**src/rtl/iua_usb_rx_frontend_if.sv**
```systemverilog
// Pad inputs and framed bit-stream outputs of the full-speed USB receive front end.
// The front end is the master of the decoded stream; the capture path is the slave.
interface iua_usb_rx_frontend_if;
    logic       pad_dp;
    logic       pad_dn;
    logic [1:0] ls_state;
    logic       out_bit;
    logic       out_valid;
    logic       out_sop;
    logic       out_eop;
    logic       out_err;
    logic       active;

    modport master (
        input  pad_dp, pad_dn,
        output ls_state, out_bit, out_valid, out_sop, out_eop, out_err, active
    );

    modport slave (
        output pad_dp, pad_dn,
        input  ls_state, out_bit, out_valid, out_sop, out_eop, out_err, active
    );
endinterface

```
**src/rtl/iua_usb_rx_frontend.sv**
```systemverilog
// Full-speed USB receive front end: pad sync, 4x DPLL, NRZI decode, SYNC detect,
// bit unstuffing and EOP detection, producing a framed unstuffed bit stream.
module iua_usb_rx_frontend #(
    parameter int unsigned SYNC_MIN_ZEROS = 5,
    parameter int unsigned STUFF_LEN      = 6
) (
    input  logic                  clk,
    input  logic                  rst,
    iua_usb_rx_frontend_if.master bus
);
    localparam int unsigned OW = $clog2(STUFF_LEN + 1);

    localparam logic [1:0] LS_SE0 = 2'b00;
    localparam logic [1:0] LS_K   = 2'b01;
    localparam logic [1:0] LS_J   = 2'b10;
    localparam logic [1:0] LS_SE1 = 2'b11;

    typedef enum logic [2:0] {IDLE, SYNC, DATA, EOP, ABORT} state_t;

    logic          dp_s1, dp_s2, dn_s1, dn_s2;
    logic [1:0]    ls, ls_prev, prev_sym;
    logic [1:0]    phase;
    logic          line_edge, strobe, sym_jk, nrzi_bit;
    state_t        state, state_n;
    logic [2:0]    zero_cnt, zero_cnt_n;
    logic [OW-1:0] ones_cnt, ones_cnt_n;
    logic          valid_n, bit_n, sop_n, eop_n, err_n;

    always_ff @(posedge clk) begin
        if (rst) begin
            dp_s1 <= 1'b1;
            dp_s2 <= 1'b1;
            dn_s1 <= 1'b0;
            dn_s2 <= 1'b0;
        end else begin
            dp_s1 <= bus.pad_dp;
            dp_s2 <= dp_s1;
            dn_s1 <= bus.pad_dn;
            dn_s2 <= dn_s1;
        end
    end

    assign ls           = {dp_s2, dn_s2};
    assign bus.ls_state = ls;
    assign line_edge    = (ls != ls_prev);
    // Gating with the edge keeps a stale mid-bit strobe from landing on a fresh transition.
    assign strobe       = (phase == 2'd1) && !line_edge;
    assign sym_jk       = (ls == LS_J) || (ls == LS_K);
    assign nrzi_bit     = (ls == prev_sym);

    always_ff @(posedge clk) begin
        if (rst) begin
            ls_prev <= LS_J;
            phase   <= '0;
        end else begin
            ls_prev <= ls;
            phase   <= line_edge ? 2'd0 : phase + 2'd1;
        end
    end

    always_ff @(posedge clk) begin
        if (rst) begin
            prev_sym <= LS_J;
        end else if (state == IDLE) begin
            prev_sym <= (strobe && ls == LS_K) ? LS_K : LS_J;
        end else if (strobe && sym_jk) begin
            prev_sym <= ls;
        end
    end

    always_comb begin
        state_n    = state;
        zero_cnt_n = zero_cnt;
        ones_cnt_n = ones_cnt;
        valid_n    = 1'b0;
        bit_n      = 1'b0;
        sop_n      = 1'b0;
        eop_n      = 1'b0;
        err_n      = 1'b0;
        if (strobe) begin
            unique case (state)
                IDLE: begin
                    if (ls == LS_K) begin
                        state_n    = SYNC;
                        zero_cnt_n = 3'd1;
                    end
                end
                SYNC: begin
                    if (ls == LS_SE1) begin
                        state_n = ABORT;
                        err_n   = 1'b1;
                    end else if (ls == LS_SE0) begin
                        state_n = IDLE;
                    end else if (!nrzi_bit) begin
                        zero_cnt_n = (zero_cnt == 3'd7) ? 3'd7 : zero_cnt + 3'd1;
                    end else if (zero_cnt >= 3'(SYNC_MIN_ZEROS)) begin
                        state_n    = DATA;
                        sop_n      = 1'b1;
                        ones_cnt_n = OW'(1);
                    end else begin
                        state_n = IDLE;
                    end
                end
                DATA: begin
                    if (ls == LS_SE0) begin
                        state_n = EOP;
                    end else if (ls == LS_SE1) begin
                        state_n = ABORT;
                        err_n   = 1'b1;
                    end else if (ones_cnt == OW'(STUFF_LEN)) begin
                        if (nrzi_bit) begin
                            state_n = ABORT;
                            err_n   = 1'b1;
                        end else begin
                            ones_cnt_n = '0;
                        end
                    end else begin
                        valid_n    = 1'b1;
                        bit_n      = nrzi_bit;
                        ones_cnt_n = nrzi_bit ? ones_cnt + OW'(1) : '0;
                    end
                end
                EOP: begin
                    if (ls == LS_J) begin
                        state_n = IDLE;
                        eop_n   = 1'b1;
                    end else if (ls != LS_SE0) begin
                        state_n = ABORT;
                        err_n   = 1'b1;
                    end
                end
                ABORT: begin
                    if (ls == LS_J) state_n = IDLE;
                end
                default: state_n = IDLE;
            endcase
        end
    end

    always_ff @(posedge clk) begin
        if (rst) begin
            state         <= IDLE;
            zero_cnt      <= '0;
            ones_cnt      <= '0;
            bus.out_valid <= 1'b0;
            bus.out_bit   <= 1'b0;
            bus.out_sop   <= 1'b0;
            bus.out_eop   <= 1'b0;
            bus.out_err   <= 1'b0;
            bus.active    <= 1'b0;
        end else begin
            state         <= state_n;
            zero_cnt      <= zero_cnt_n;
            ones_cnt      <= ones_cnt_n;
            bus.out_valid <= valid_n;
            bus.out_bit   <= bit_n;
            bus.out_sop   <= sop_n;
            bus.out_eop   <= eop_n;
            bus.out_err   <= err_n;
            bus.active    <= (state_n != IDLE);
        end
    end
endmodule

```
**src/flat_wrapper.sv**
```systemverilog
// flat-port wrapper written by rule: the top's interface ports become plain ports
module iua_usb_rx_frontend_flat 
#(
    parameter int unsigned SYNC_MIN_ZEROS = 5,
    parameter int unsigned STUFF_LEN      = 6
)
  (clk, rst, bus_pad_dp, bus_pad_dn, bus_ls_state, bus_out_bit, bus_out_valid, bus_out_sop, bus_out_eop, bus_out_err, bus_active);
  iua_usb_rx_frontend_if bus_i ();
  input  logic clk;
  input  logic rst;
  input wire logic [$bits(bus_i.pad_dp)-1:0] bus_pad_dp;
  input wire logic [$bits(bus_i.pad_dn)-1:0] bus_pad_dn;
  output wire logic [$bits(bus_i.ls_state)-1:0] bus_ls_state;
  output wire logic [$bits(bus_i.out_bit)-1:0] bus_out_bit;
  output wire logic [$bits(bus_i.out_valid)-1:0] bus_out_valid;
  output wire logic [$bits(bus_i.out_sop)-1:0] bus_out_sop;
  output wire logic [$bits(bus_i.out_eop)-1:0] bus_out_eop;
  output wire logic [$bits(bus_i.out_err)-1:0] bus_out_err;
  output wire logic [$bits(bus_i.active)-1:0] bus_active;
  assign bus_i.pad_dp = bus_pad_dp;
  assign bus_i.pad_dn = bus_pad_dn;
  assign bus_ls_state = bus_i.ls_state;
  assign bus_out_bit = bus_i.out_bit;
  assign bus_out_valid = bus_i.out_valid;
  assign bus_out_sop = bus_i.out_sop;
  assign bus_out_eop = bus_i.out_eop;
  assign bus_out_err = bus_i.out_err;
  assign bus_active = bus_i.active;
  iua_usb_rx_frontend #(.SYNC_MIN_ZEROS(SYNC_MIN_ZEROS), .STUFF_LEN(STUFF_LEN)) u_core (.clk(clk), .rst(rst), .bus(bus_i));
endmodule
```
**config.mk**
```make
export PLATFORM = sky130hd
export DESIGN_NAME = iua_usb_rx_frontend_flat
export DESIGN_NICKNAME = d
export VERILOG_FILES = /design/src/rtl/iua_usb_rx_frontend_if.sv /design/src/rtl/iua_usb_rx_frontend.sv /design/src/flat_wrapper.sv
export SDC_FILE = /design/constraint.sdc
export NUM_CORES = 1
export LEC_CHECK = 0
export CORE_UTILIZATION = 60
export CTS_BUF_LIST = sky130_fd_sc_hd__clkbuf_16
export CTS_CLUSTER_SIZE = 40
export DETAILED_ROUTE_END_ITERATION = 10
export PLACE_DENSITY = 0.95
export SLEW_MARGIN = 20
export SYNTH_ARGS = -nofsm -noshare
export SYNTH_HDL_FRONTEND = slang
export SYNTH_SLANG_ARGS = --single-unit
```
**constraint.sdc**
```tcl
create_clock -name clk -period 6.16 [get_ports clk]
set_input_delay 1.54 -clock clk [delete_from_list [all_inputs] [get_ports clk]]
set_output_delay 1.54 -clock clk [all_outputs]
set_load 0.01 [all_outputs]
```
-- Yosys cells after proc, flatten, opt, wreduce, memory -nomap -nowiden
Index checks and enable logic that the tools add are counted.
- muxes and demuxes: 44
- reduce and logical (&&, ||, !) cells: 20
- bitwise gates (word level): 5
- magnitude comparators: 1
- add/sub/neg operators: 3
- equality and inequality tests: 21
- operators with widths (operator ; count):
    two-way mux 3 bit ; 26
    one-hot mux 3 bit (5 select lines) ; 1
    one-hot mux 3 bit (2 select lines) ; 2
    OR reduction 6 bit ; 2
    two-way mux 1 bit ; 10
    != test 2 bit, second input constant ; 5
    == test 3 bit, second input constant ; 3
    AND reduction 9 bit ; 1
    two-way mux 2 bit ; 4
    nonzero test 2 bit ; 4
    adder 3 x 1 -> 3 bit, second input constant ; 2
    == test 3 x 2 -> 1 bit, second input constant ; 2
    != test 2 x 1 -> 1 bit, second input constant ; 3
    AND reduction 6 bit ; 1
    inverter 1 bit ; 5
    OR reduction 5 bit ; 1
    == test 2 x 1 -> 1 bit, second input constant ; 2
    == test 2 bit, second input constant ; 2
    OR reduction 2 bit ; 2
    == test 3 x 1 -> 1 bit, second input constant ; 1
    >= comparator 3 bit, second input constant ; 1
    logical AND 1 bit ; 3
    logical NOT 3 bit ; 1
    != test 3 bit, second input constant ; 1
    9 further kinds ; 9
- word-level logic and storage cells: 110
- input port bits: 4
- bits in registers: 25
- output and inout bits: 8

-- Longest topological paths before layout
Gate-level depths: netlist of the first run.
- depth after elaboration: 8
- mapped depth: 8
- depth with buffers taken out: 7

-- Worst setup path after synthesis of the first run
Ideal clock, no wire load.
- path type: input port to flip-flop
- start point: in rst
- end point: reg u_core.bus.active
- setup slack: 3941 ps
- stages on the path: 3
- setup time: 79 ps
- buffers on the path: 1
- arrival: 2140 ps
- required time: 6081 ps
- cells stage by stage: buf_4 or3_1 o211ai_1
- RTL lines (what ; RTL line ; RTL):
    start: declaration ; flat_wrapper.sv:10 ; input logic rst;
    end signal: assignment ; iua_usb_rx_frontend.sv:160 ; bus.active <= (state_n != IDLE);
    end: declaration ; iua_usb_rx_frontend_if.sv:16 ; output ls_state, out_bit, out_valid, out_sop, out_eop, out_err, active

-- Final worst setup path of the first run
- start point: reg u_core.dn_s2
- end point: out bus_ls_state[0]
- RTL lines (what ; RTL line ; RTL):
    start: declaration ; iua_usb_rx_frontend.sv:20 ; logic dp_s1, dp_s2, dn_s1, dn_s2;
    start signal: assignment ; iua_usb_rx_frontend.sv:39 ; dn_s2 <= dn_s1;
    end: declaration ; flat_wrapper.sv:13 ; output wire logic [$bits(bus_i.ls_state)-1:0] bus_ls_state;
No word-level cell between the ends.

==> qor.tcl, run 1 <==
set qor(critPathMaxFanout) 7
set qor(timing.critical_path.slowest_stage_cell) {sky130_fd_sc_hd__clkdlybuf4s50_1}
set qor(commonest_non_fill_non_tap_cells_in_the_layout) {sky130_fd_sc_hd__dfxtp_1, sky130_fd_sc_hd__nor2_1, sky130_fd_sc_hd__clkdlybuf4s50_1}
set qor(cts_htree_levels) 1
set qor(finalSetupTns_ns) 0
set qor(cpLargestDelayFamily) {buffers and inverters}
set qor(rows) 16
set qor(crit_path_max_incr_delay_ns) 0.60
set qor(synth_simple_gate_area_share_pct) 27.49
set qor(port_buffers) 11
set qor(yosys-mux-area-fraction_pct) 3.002
set qor(drt-pass1-iter-count) 4
set qor(synth.yosys.seq_area_share_pct) 37.52
set qor(ioPinCount) 12
set qor(ys_ff_latch) 25
set qor(ys_dominant_reg_cell) {sky130_fd_sc_hd__dfxtp_1}
set qor(synthesis.area_per_instance_um2) 8.718
set qor(path_class) {flop to output port}
set qor(ir_drop_mv) 0.2374
set qor(finish.utilization_pct) 73.58
set qor(number_of_max_cap_violations) 0
set qor(r2r.worst_path.cells) 5
set qor(critical_path_required_ns) 4.62
set qor(drt-initial-drc-count) 66
set qor(setup_viol) 0
set qor(final_period_minus_worst_setup_slack_ns) 2.898
set qor(die_y_um) 49.15
set qor(globalplace.congestion) 0.8906
set qor(cts-hold-fix-buffers) 0
set qor(clock_tree.root_cell) {sky130_fd_sc_hd__clkbuf_16}
set qor(ffs_w_async_s_r_synth_pct) 0
set qor(timing.max_slew.rel_slack_pct) 56.51
set qor(grt_setup_unrepaired) {no}
set qor(status) {finished clean}
set qor(leading_cell_type_in_the_layout_fill_and_taps_excluded) {sky130_fd_sc_hd__dfxtp_1}
set qor(num_antenna_cells) 0
set qor(synth_adder_area_share_pct) 8.443
set qor(cts.reportedPaths.clkPinSlew_ns) 0.06
set qor(largest_family_of_logic_cells_by_synthesized_area) {simple AND/OR/NAND/NOR gates}
set qor(cts.sink_count) 25
set qor(hp_class) {flop to flop}
set qor(tritoncts.num_buffers) 3
set qor(hold_end) {u_core.dp_s2}
set qor(die_x_um) 49.15
set qor(num-nets-final) 171
set qor(preCtsSetupSlack_ns) 3.200
set qor(maxSlewViolCount) 0
set qor(timing.rr.end) {u_core.zero_cnt[1]}
set qor(cts_repair_resize_count) 0
set qor(die_area_um2) 2416
set qor(detailroute.via_count) 1154
set qor(path_buf_inv) 1
set qor(post_route_cells_drive_above_1_share_pct) 6.369
set qor(dpl_cell_area_um2) 1408
set qor(timing.final.ws_setup_ns) 3.262
set qor(max_slew.worst_pin.slew_ns) 0.6477
set qor(postLayoutCellArea_um2) 1488
set qor(whs_path_depth) 1
set qor(remaining_drc_errors) 0
set qor(number_of_instances_in_the_synthesized_netlist) 153
set qor(worst_clock_skew_ns) 0.001599
set qor(grt_antenna_before_repair) 0
set qor(synth-compound-area-share_pct) 12.48
set qor(cp_cell_sequence) {clkdlybuf4s50_1}
set qor(hold_viol_final) 0
set qor(worst_hold_startpoint) {u_core.dp_s1}
set qor(initial_core_util_pct) 65.97
set qor(min_period_over_period_pct) 47.05
set qor(hpwl_mm) 1.887
set qor(cts_setup_buffers) 0
set qor(startpoint_type) {flop}
set qor(ff2ff_setup_slack_ns) 3.95
set qor(post-layout-total-power_mw) 0.3532
set qor(wire_per_inst_um) 15.35
set qor(ant_nets) 0
set qor(synth.lib_cells_used.distinct) 45
set qor(clock_insertion_delay_worst_skew_ns) 0.26
set qor(syn-num-nets) 166
set qor(cp-startpoint) {u_core.dn_s2}
set qor(tritoncts) {done}
set qor(cp.arrival_ns) 1.36
set qor(maximum_root_to_sink_buffer_count) 2
set qor(yosys_warnings) 0
set qor(global_route.usage.total_pct) 25.48
set qor(routed_wl_mm) 2.825
set qor(wire_length_of_the_first_global_routing_pass_mm) 4.643
set qor(power.density_nw_per_um2) 237.4
set qor(synth_xor_area_share_pct) 3.283
set qor(grt_pass1_vias) 1073
set qor(p_leak_nw) 0.5807
set qor(placeableCoreArea_um2) 2022
set qor(worstReg2RegStart) {u_core.state[0]}
set qor(grt_max_degree) 18
set qor(netlist_area_um2) 1334
set qor(globalRouteOverflowTotal) 0
set qor(max_freq_mhz) 345.1
set qor(number_of_enable_flip_flop_cells_after_synthesis) 0
set qor(timing.critical_path.to_type) {output port}
set qor(number_of_vias_per_cell) 6.272
set qor(area.growth.synth_to_final_pct) 11.54
-- synthesized netlist by cell type (4+ instances only) --
| library cell | n | share of area (%) |
|---|---|---|
| sky130_fd_sc_hd__clkbuf_1 | 4 | 1.1 |
| sky130_fd_sc_hd__nor3_1 | 6 | 2.3 |
| sky130_fd_sc_hd__inv_1 | 9 | 2.5 |
| sky130_fd_sc_hd__nor2_1 | 16 | 4.5 |
| sky130_fd_sc_hd__dfxtp_1 | 25 | 38 |
| sky130_fd_sc_hd__mux2i_1 | 4 | 3.0 |
| sky130_fd_sc_hd__nand2_1 | 8 | 2.3 |
| sky130_fd_sc_hd__o21ai_0 | 5 | 1.9 |
| sky130_fd_sc_hd__ha_1 | 9 | 8.4 |
| sky130_fd_sc_hd__xnor2_1 | 5 | 3.3 |
| sky130_fd_sc_hd__nor2b_1 | 6 | 2.8 |
| sky130_fd_sc_hd__nand3_1 | 8 | 3.0 |
| sky130_fd_sc_hd__and3_1 | 4 | 1.9 |
-- stage by stage --
step / hold slack, ns / std cells
floorplan: 0.3895 / 153
global placement: 0.3968 / 180
detailed placement: 0.4068 / 180
CTS: 0.4246 / 184
global route: 0.4436 / 184
finish: 0.4211 / 184
-- sequential cells by signal, indices dropped and copies added, names as in the netlist, 2 cells and up --
name and cells:
u_core.ls_prev 2, u_core.ones_cnt 3, u_core.phase 2, u_core.prev_sym 2, u_core.state 3, u_core.zero_cnt 3
-- power by group --
group	internal [mW]	switching [mW]	leakage [nW]
logic	0.0162	0.0210	0.337
registers	0.166	0.00464	0.203
clock network	0.0875	0.0575	0.0409
total	0.270	0.0831	0.581
-- final cells by class --
type | instances | area, µm²
fillers | 159 | 534.3
clock inverters | 1 | 5.005
well taps | 27 | 33.78
clock buffers | 3 | 75.07
repair buffers | 11 | 110.1
inverters | 9 | 33.78
multi-input cells | 108 | 729.5
flip-flops and latches | 25 | 500.5
-- cell families after synthesis --
logic type,count (synthesis)
simple gates,67
flops,25
compound gates,23
buf+inv,20
fa+ha+maj,9
xor+xnor,5
mux,4
-- worst register-to-register path, cell delays in order (launching register included) --
cell and delay, ns:
sky130_fd_sc_hd__dfxtp_1 0.59, sky130_fd_sc_hd__or3b_1 0.50, sky130_fd_sc_hd__a2111o_1 0.45, sky130_fd_sc_hd__a21oi_2 0.26, sky130_fd_sc_hd__mux2i_1 0.24, sky130_fd_sc_hd__nor2_1 0.06
-- worst max path at each step --
stage                         end  slack [ns]  cells past startpoint
5_1_grt           bus_ls_state[0]        3.22                      1
6_report          bus_ls_state[0]        3.26                      1
4_1_cts           bus_ls_state[0]        3.27                      1
3_3_place_gp   u_core.ones_cnt[2]        3.24                      3
2_1_floorplan   u_core.bus.active        3.94                      3
3_5_place_dp   u_core.ones_cnt[2]        3.20                      3
-- routing by layer --
layer | global-route usage, % | wire length [µm] | vias to the layer above
met4 | 11.76 | 48 | 0
met1 | 30.59 | 1169 | 550
met2 | 43.38 | 1388 | 55
met3 | 4.984 | 219 | 8
met5 | 0 | 0 | -
li1 | - | - | 541
(Power assumes the default switching activity.)
==> run 2: changes to the inputs <==
Settings changed: CORE_UTILIZATION 60 to 56, PLACE_DENSITY 0.95 to 0.9.
Clock period 6.16 ns to 2.9 ns, I/O delays scaled along.
==> qor.tcl, run 2 (synthesized netlist as in run 1, its figures left out) <==
set qor(initial_core_util_pct) 59.72
set qor(commonest_non_fill_non_tap_cells_in_the_layout) {sky130_fd_sc_hd__dfxtp_1, sky130_fd_sc_hd__nor2_1, sky130_fd_sc_hd__clkdlybuf4s50_1}
set qor(path_class) {flop to flop}
set qor(status) {finished clean}
set qor(leading_cell_type_in_the_layout_fill_and_taps_excluded) {sky130_fd_sc_hd__dfxtp_1}
set qor(p_sw_share_pct) 23.00
set qor(die_y_um) 50.81
set qor(cts_repair_resize_count) 0
set qor(ir_drop_mv) 0.3630
set qor(ff2ff_setup_slack_ns) 0.74
set qor(wire_length_of_the_first_global_routing_pass_mm) 4.650
set qor(drt-pass1-iter-count) 4
set qor(power.density_nw_per_um2) 500.1
set qor(finalSetupTns_ns) 0
set qor(area.growth.synth_to_final_pct) 11.63
set qor(timing.critical_path.to_type) {flop}
set qor(global_route.usage.total_pct) 23.98
set qor(seq_power_share_pct) 48.8
set qor(num-nets-final) 171
set qor(tritoncts) {done}
set qor(critical_path_required_ns) 3.02
set qor(max_slew.worst_pin.slew_ns) 0.6213
set qor(final_period_minus_worst_setup_slack_ns) 2.161
set qor(grt_setup_unrepaired) {no}
set qor(hold_viol_final) 0
set qor(startpoint_type) {flop}
set qor(rows) 17
set qor(die_x_um) 50.81
set qor(setup.worst_path.end) {u_core.bus.active}
set qor(p_switching_mw) 0.1712
set qor(routed_wl_mm) 2.658
set qor(cts.reportedPaths.clkPinSlew_ns) 0.06
set qor(wire_per_inst_um) 14.37
set qor(die_area_um2) 2581
set qor(number_of_vias_per_cell) 6.200
set qor(hpwl_mm) 1.958
set qor(worst_clock_skew_ns) 0.002594
set qor(maximum_root_to_sink_buffer_count) 2
set qor(grt_antenna_before_repair) 0
set qor(remaining_drc_errors) 0
set qor(critPathMaxFanout) 4
set qor(r2r.worst_path.cells) 7
set qor(clock_tree.root_cell) {sky130_fd_sc_hd__clkbuf_16}
set qor(placeableCoreArea_um2) 2233
set qor(cp-startpoint) {u_core.zero_cnt[1]}
set qor(cts.sink_count) 25
set qor(number_of_max_cap_violations) 0
set qor(cts_setup_buffers) 0
set qor(ant_nets) 0
set qor(globalplace.congestion) 0.8922
set qor(num_antenna_cells) 0
set qor(globalRouteOverflowTotal) 0
set qor(post_route_cells_drive_above_1_share_pct) 6.369
set qor(p_leak_nw) 0.5807
set qor(power_frac_comb_pct) 10.6
set qor(cts_htree_levels) 1
set qor(port_buffers) 11
set qor(max_freq_mhz) 462.7
set qor(worstReg2RegStart) {u_core.zero_cnt[1]}
set qor(filler_cell_count) 183
set qor(timing.max_slew.rel_slack_pct) 57.51
set qor(cp.arrival_ns) 2.28
set qor(timing.rr.end) {u_core.bus.active}
set qor(min_period_over_period_pct) 74.52
set qor(grt_pass1_vias) 1066
set qor(clock_insertion_delay_worst_skew_ns) 0.25
set qor(hp_class) {flop to flop}
set qor(drt-initial-drc-count) 48
set qor(clock_power_share_pct) 40.7
set qor(post-layout-total-power_mw) 0.7446
set qor(detailroute.via_count) 1147
set qor(setup_viol) 0
set qor(cts-hold-fix-buffers) 0
set qor(tritoncts.num_buffers) 3
set qor(largestRegisters) {u_core.ones_cnt x3, u_core.state x3, u_core.zero_cnt x3}
set qor(maxSlewViolCount) 0
set qor(grt_max_degree) 18
set qor(power.internal_mw) 0.5734
set qor(ioPinCount) 12
## run 2: final cells by class
class                           count  area, µm²  area share, %
Clock buffer                        3      75.07          5.042
Tap cell                           28      35.03          2.353
Timing Repair Buffer               11      110.1          7.395
Multi-Input combinational cell    108      729.5          48.99
Sequential cell                    25      500.5          33.61
Inverter                            9      33.78          2.269
Clock inverter                      1      5.005         0.3361
## run 2: power groups by stage
stage                     logic, mW  clock network [mW]  registers [mW]
after global routing         0.0863               0.327           0.365
after detailed placement     0.0764                   0           0.371
after floorplan              0.0610                   0           0.367
after CTS                    0.0774               0.310           0.363
after global placement       0.0743                   0           0.370
final                        0.0786               0.303           0.363
## run 2: routing by layer
| metal | global-route usage [%] | part of all wire, % | up-vias |
|---|---|---|---|
| met4 | 9.722 | 2.6 | 0 |
| met2 | 39.78 | 47 | 59 |
| met3 | 6.061 | 6.4 | 12 |
| li1 | - | - | 545 |
| met5 | 0 | 0 | - |
| met1 | 29.40 | 44 | 531 |
## run 2: metrics by stage
stage | instance area, µm² | setup WS [ns] | instances | hold WS, ns | util (%)
floorplan | 1334 | 0.9729 | 153 | 0.3895 | -
global placement | 1409 | 0.7776 | 181 | 0.3960 | 63.08
detailed placement | 1409 | 0.7580 | 181 | 0.4041 | 63.08
CTS | 1489 | 0.7756 | 185 | 0.4202 | 66.67
global route | 1489 | 0.5773 | 185 | 0.4319 | 66.67
finish | 1489 | 0.7389 | 185 | 0.4136 | 66.67
## run 2: worst min-delay path by stage
stage / start / end / cells after the start
after detailed placement: u_core.dp_s1 / u_core.dp_s2 / 1
after CTS: u_core.dp_s1 / u_core.dp_s2 / 1
after global routing: u_core.dp_s1 / u_core.dp_s2 / 1
after global placement: u_core.dp_s1 / u_core.dp_s2 / 1
final: u_core.dp_s1 / u_core.dp_s2 / 1
after floorplan: u_core.dp_s1 / u_core.dp_s2 / 1
## run 2: critical path, cell delays in order (launching register included)
cell and delay (ns):
sky130_fd_sc_hd__dfxtp_1 0.39, sky130_fd_sc_hd__inv_1 0.06, sky130_fd_sc_hd__ha_1 0.19, sky130_fd_sc_hd__o31a_1 0.24, sky130_fd_sc_hd__and3_1 0.22, sky130_fd_sc_hd__a2111oi_0 0.62
sky130_fd_sc_hd__or3_1 0.21, sky130_fd_sc_hd__o211ai_1 0.09
